`src/rtl/edge_window_sched.sv`:
```
// edge_window_sched
// Streams a raster-order 8-bit image through four line buffers and a 5x5
// window register, presents each complete 5x5 neighbourhood to an external
// combinational edge kernel, and registers the kernel result as a
// valid/ready output stream with coordinates, a last flag and a done pulse.
//
// Ports:
//   clk, rst              clock (rising edge), synchronous active-high reset
//   start                 one-cycle pulse that begins a frame (ignored while busy)
//   pix_in/_valid/_ready  input pixel stream, raster order
//   win_out               5x5 window, element (r,c) at bits [(5r+c)*8 +: 8]
//   kern_in               kernel result for win_out (combinational return)
//   out_pix/_x/_y/_last   registered result with window origin and last flag
//   out_valid/out_ready   output handshake
//   busy                  frame in progress
//   done                  one-cycle pulse after the final output is consumed
module edge_window_sched #(
    parameter int IMG_W = 64,
    parameter int IMG_H = 64,
    parameter int CW    = 7
) (
    input  logic          clk,
    input  logic          rst,
    input  logic          start,
    input  logic [7:0]    pix_in,
    input  logic          pix_in_valid,
    output logic          pix_in_ready,
    output logic [199:0]  win_out,
    input  logic [7:0]    kern_in,
    output logic [7:0]    out_pix,
    output logic [CW-1:0] out_x,
    output logic [CW-1:0] out_y,
    output logic          out_last,
    output logic          out_valid,
    input  logic          out_ready,
    output logic          busy,
    output logic          done
);

    localparam int LB_AW = (IMG_W > 1) ? $clog2(IMG_W) : 1;
    localparam int LB_D  = 1 << LB_AW;

    localparam logic [CW-1:0] COL_MAX = CW'(IMG_W - 1);
    localparam logic [CW-1:0] ROW_MAX = CW'(IMG_H - 1);
    localparam logic [CW-1:0] EDGE    = CW'(4);

    typedef enum logic [1:0] {
        S_IDLE,
        S_RUN,
        S_FLUSH,
        S_DONE
    } state_t;

    state_t          state;
    logic [CW-1:0]   row;
    logic [CW-1:0]   col;

    logic            adv;
    logic            acc;
    logic            col_last;
    logic            row_last;
    logic            in_win;
    logic [LB_AW-1:0] lb_idx;

    // Line buffers: lb[0] holds the oldest row, lb[3] the most recent.
    logic [7:0]      lb [0:3][0:LB_D-1];

    // Stage 1: window register and its qualifiers.
    logic [7:0]      win_p1 [0:4][0:4];
    logic            vld_p1;
    logic [CW-1:0]   x_p1;
    logic [CW-1:0]   y_p1;
    logic            last_p1;

    assign adv          = !out_valid || out_ready;
    assign pix_in_ready = (state == S_RUN) && adv;
    assign acc          = pix_in_valid && pix_in_ready;
    assign col_last     = (col == COL_MAX);
    assign row_last     = (row == ROW_MAX);
    assign in_win       = (row >= EDGE) && (col >= EDGE);
    assign lb_idx       = col[LB_AW-1:0];

    genvar gr, gc;
    generate
        for (gr = 0; gr < 5; gr++) begin : g_row
            for (gc = 0; gc < 5; gc++) begin : g_col
                assign win_out[(5*gr+gc)*8 +: 8] = win_p1[gr][gc];
            end
        end
    endgenerate

    // Frame control: state, raster counters, busy and done.
    always_ff @(posedge clk) begin
        if (rst) begin
            state <= S_IDLE;
            row   <= '0;
            col   <= '0;
            busy  <= 1'b0;
            done  <= 1'b0;
        end else begin
            done <= 1'b0;
            case (state)
                S_IDLE: begin
                    if (start) begin
                        state <= S_RUN;
                        row   <= '0;
                        col   <= '0;
                        busy  <= 1'b1;
                    end
                end
                S_RUN: begin
                    if (acc) begin
                        if (col_last) begin
                            col <= '0;
                            if (row_last) begin
                                row   <= '0;
                                state <= S_FLUSH;
                            end else begin
                                row <= row + 1'b1;
                            end
                        end else begin
                            col <= col + 1'b1;
                        end
                    end
                end
                S_FLUSH: begin
                    // Leave once stage 1 is empty and the output register
                    // empties on this edge, so done never overlaps out_valid.
                    if (!vld_p1 && adv) begin
                        state <= S_DONE;
                        busy  <= 1'b0;
                        done  <= 1'b1;
                    end
                end
                S_DONE: begin
                    state <= S_IDLE;
                end
                default: begin
                    state <= S_IDLE;
                end
            endcase
        end
    end

    // Line buffers rotate one column per accepted pixel; contents are never
    // observable before being overwritten, so they carry no reset.
    always_ff @(posedge clk) begin
        if (acc) begin
            lb[0][lb_idx] <= lb[1][lb_idx];
            lb[1][lb_idx] <= lb[2][lb_idx];
            lb[2][lb_idx] <= lb[3][lb_idx];
            lb[3][lb_idx] <= pix_in;
        end
    end

    // Stage 1 data qualifiers (no reset needed; guarded by vld_p1).
    always_ff @(posedge clk) begin
        if (acc) begin
            x_p1    <= col - EDGE;
            y_p1    <= row - EDGE;
            last_p1 <= row_last && col_last;
        end
    end

    // Stage 1 window and valid; stage 2 output register.
    always_ff @(posedge clk) begin
        if (rst) begin
            for (int r = 0; r < 5; r++) begin
                for (int c = 0; c < 5; c++) begin
                    win_p1[r][c] <= 8'd0;
                end
            end
            vld_p1    <= 1'b0;
            out_valid <= 1'b0;
            out_pix   <= 8'd0;
            out_x     <= '0;
            out_y     <= '0;
            out_last  <= 1'b0;
        end else if (adv) begin
            if (acc) begin
                for (int r = 0; r < 5; r++) begin
                    for (int c = 0; c < 4; c++) begin
                        win_p1[r][c] <= win_p1[r][c+1];
                    end
                end
                for (int r = 0; r < 4; r++) begin
                    win_p1[r][4] <= lb[r][lb_idx];
                end
                win_p1[4][4] <= pix_in;
                // The first four columns of every row still hold the tail of
                // the previous row, so they never qualify as a window.
                vld_p1 <= in_win;
            end else begin
                vld_p1 <= 1'b0;
            end

            // ---- stage 1 -> stage 2 ----
            out_valid <= vld_p1;
            if (vld_p1) begin
                out_pix  <= kern_in;
                out_x    <= x_p1;
                out_y    <= y_p1;
                out_last <= last_p1;
            end
        end
    end

endmodule

```
`config.mk`:
```
export PLATFORM = sky130hd
export DESIGN_NAME = edge_window_sched
export DESIGN_NICKNAME = d
export VERILOG_FILES = /design/src/rtl/edge_window_sched.sv
export SDC_FILE = /design/constraint.sdc
export NUM_CORES = 2
export LEC_CHECK = 0
export CAP_MARGIN = 5
export CORE_ASPECT_RATIO = 1.5
export CORE_MARGIN = 1.5
export CORE_UTILIZATION = 45
export CTS_CLUSTER_SIZE = 10
export DETAILED_ROUTE_END_ITERATION = 10
export PLACE_DENSITY = 0.62
export SLEW_MARGIN = 20
export SYNTH_ARGS = -nofsm -noshare
export SYNTH_HDL_FRONTEND = slang
export SYNTH_SLANG_ARGS = --single-unit
```
`constraint.sdc`:
```
create_clock -name clk -period 10.4 [get_ports clk]
set_input_delay 2.6 -clock clk [delete_from_list [all_inputs] [get_ports clk]]
set_output_delay 2.6 -clock clk [all_outputs]
set_load 0.05 [all_outputs]
```
==> results.json <==
{
  "cellPowerDensity_nw_per_um2": 225,
  "dieArea_um2": 200000,
  "postSynthCellCount": 4864,
  "synthSimpleGateAreaFrac_pct": 3.47,
  "fin_setup_tns_ns": 0,
  "peakVddDrop_uv": 127,
  "finalNonFillerCells": 7920,
  "maxSlewViolCount": 0,
  "worstPathCellList": "clkdlybuf4s50_1, nand2b_1, and2_1, clkdlybuf4s50_1",
  "async_reset_ff_share_pct": 0,
  "cts_tree": "yes",
  "clkPwrFrac_pct": 35.5,
  "cp_slowest_cell": "clkdlybuf4s50_1",
  "synth-main-ff-cell": "edfxtp_1",
  "syn-cell-area_um2": 88900,
  "rrSetupSlack_ns": 4.73,
  "post_cts_buffers": 0,
  "seq_area_um2": 68800,
  "ys_seq_area_share_pct": 77.4,
  "fin_hold_ws_ns": 0.450,
  "min_period_ns": 6.83,
  "placementRows": 199,
  "internal-power_mw": 16.7,
  "comb_power_share_pct": 16.0,
  "first_pass_iters": 8,
  "die_h_um": 547,
  "hold_viol": 0,
  "coreArea_um2": 196000,
  "vias": 51300,
  "synth.top_cell.area_share_pct": 76.5,
  "first_global_vias": 49500,
  "drt-initial-drc-count": 7693,
  "rsz0062_at_grt": "no",
  "critPathCaptureType": "output pin",
  "synth_seq_cells": 2306,
  "post_cts_resized": 0,
  "fillers": 15500,
  "portBuffers": 247,
  "hold_class": "reg -> reg",
  "syn_avg_cell_area_um2": 18.3,
  "final.period_utilization_pct": 65.6,
  "tightest_slew_ns": 1.29,
  "cp.arrival_ns": 4.23,
  "multi_input_area_um2": 19100,
  "switchingPower_mw": 6.50,
  "die_w_um": 366,
  "cp_max_fo": 5,
  "htree_levels": 5,
  "grt_usage_pct": 28.9,
  "synth_compound_area_share_pct": 8.08,
  "path_clk_slew_ns": 0.05,
  "cts_root_buffer": "clkbuf_16",
  "synthTopCellsByArea": "edfxtp_1 76%, mux2i_1 3.3%, mux4_2 3.1%",
  "synthMostInstantiatedCell": "edfxtp_1",
  "crit_start": "out_ready",
  "wirelength_mm": 293,
  "fin_nets": 5294,
  "drive_above_1_share_pct": 17.9,
  "status": "finished, final reports clean",
  "clock_skew_ns": 0.0615,
  "antenna_found_initial": 28,
  "max_stage_delay_ns": 0.80,
  "slew_headroom_pct": 14.2,
  "synthXorXnorAreaFrac_pct": 0.0887,
  "vias_per_cell": 6.48,
  "drc": 0,
  "cts.path.max_buffers": 4,
  "synth_fa_ha_area_share_pct": 0.183,
  "initial_core_util_pct": 45.3,
  "start_kind": "input port",
  "wl_per_cell_um": 37.1,
  "total_power_mw": 23.2,
  "pwr-share-seq_pct": 48.6,
  "required_ns": 7.80,
  "drv_cap": 0,
  "gp_congestion": 1.01,
  "drtAntennaViolNets": 0,
  "path_class": "in -> out",
  "dp.final_hpwl_mm": 175,
  "grt_max_degree": 103,
  "crit_family": "buffers and inverters",
  "power_leakage_nw": 32.0,
  "swShare_pct": 28.0,
  "r2r_start": "col[2]$_SDFFE_PP0P_",
  "timing.critical_path.buf_inv": 2,
  "syn_nets": 4898,
  "grt-ovfl-total": 0,
  "hold_start": "out_y[4]$_SDFFE_PP0P_",
  "placed_cells": 7581,
  "cp_common_cell": "clkdlybuf4s50_1",
  "area_growth_pct": 16.2,
  "fmax_mhz": 147,
  "finalSetupViolations": 0,
  "synth_top_family_by_area": "multiplexers",
  "synth_mux_area_share_pct": 8.75,
  "numCtsBuffers": 272,
  "top_level_ports": 248,
  "clk_latency_ns": 0.86,
  "ys_types": 77,
  "synth_edf_count": 2263,
  "grt_pass1_wl_mm": 402,
  "holdBufCountCts": 0,
  "cts.sinks": 2306,
  "yosys_warnings": 0,
  "synth_top_area_cell": "edfxtp_1",
  "synth_common_cells": "2,263 x edfxtp_1, 295 x mux2i_1, 184 x and2_1"
}
[power groups by stage]
stage	registers, mW	clock network [mW]	logic (mW)
finish	11.3	8.23	3.71
global route	11.3	8.61	3.75
CTS	11.3	8.28	3.64
detailed placement	11.5	0	3.64
global placement	11.4	0	3.58
floorplan	11.9	0	1.37
[state kept, by name (all words and copies together), names as in the netlist]
register,flops
out_x,7
row,7
win_p1,200
vld_p1,1
busy,1
x_p1,7
state,2
out_y,7
done,1
out_last,1
last_p1,1
y_p1,7
lb,2048
col,7
out_pix,8
out_valid,1
[cell usage in the layout, fill, tap and decap left out, drive strengths merged, types with 19 or more instances in the layout]
master and count:
edfxtp 2263, dfxtp 43, o22a 19, clkbuf 296, nor2 139, a21oi 149
a22o 39, clkdlybuf4s50 238, a31oi 50, nand2 162, and2 184, buf 216
mux4 123, o22ai 127, inv 22, nand3 26, a22oi 121, a221o 83
o21ai 79, o2bb2ai 28, mux2i 295, a221oi 150, a211oi 29, mux2 182
[worst min-delay path, cell delays in order, from the launching register on]
cell	delay [ns]
dfxtp_1	0.30
nand2_1	0.05
a21oi_1	0.05
[worst paths after layout]
path,to,depth (start not counted)
worst max-delay path,pix_in_ready,4
worst min-delay path,out_y[4]$_SDFFE_PP0P_,2
worst max register to register,lb[2][36]$_DFFE_PP_,8
worst min register to register,out_y[4]$_SDFFE_PP0P_,2
[through the flow]
| step | utilization (%) | area (µm²) | setup slack (ns) |
|---|---|---|---|
| 6_report | 52.7 | 103000 | 3.57 |
| 5_1_grt | 52.6 | 103000 | 3.52 |
| 4_1_cts | 52.4 | 103000 | 3.56 |
| 3_5_place_dp | 48.8 | 95700 | 3.57 |
| 3_3_place_gp | 48.4 | 95000 | 3.55 |
| 2_1_floorplan | - | 88900 | 2.13 |
[cell type report]
| type | instances | area share [%] |
|---|---|---|
| Inverter | 16 | 0.0702 |
| Antenna cell | 14 | 0.0339 |
| Tap cell | 2613 | 3.16 |
| Sequential cell | 2306 | 66.6 |
| Clock inverter | 11 | 0.105 |
| Clock buffer | 296 | 6.84 |
| Timing Repair Buffer | 454 | 4.66 |
| Multi-Input combinational cell | 2210 | 18.5 |
[kinds of logic (layout without fill, tap and decap cells)]
family	Yosys count	in the layout
buffers and inverters	348	777
xor gates and xnor gates	9	9
muxes	600	600
other	0	14
adders and majority gates	13	13
and+or+nand+nor	611	611
AOI/OAI and AO/OA	977	977
DFF	2306	2306
[metal layers]
metal / vias to the layer above / part of all wire (%) / GRT usage, %
met4: 20 / 9.0 / 20.7
met1: 26600 / 34 / 34.5
li1: 20500 / - / -
met2: 3352 / 47 / 46.2
met5: - / 0.091 / 0
met3: 830 / 10 / 6.98
Power figures use the tool's default switching activity.
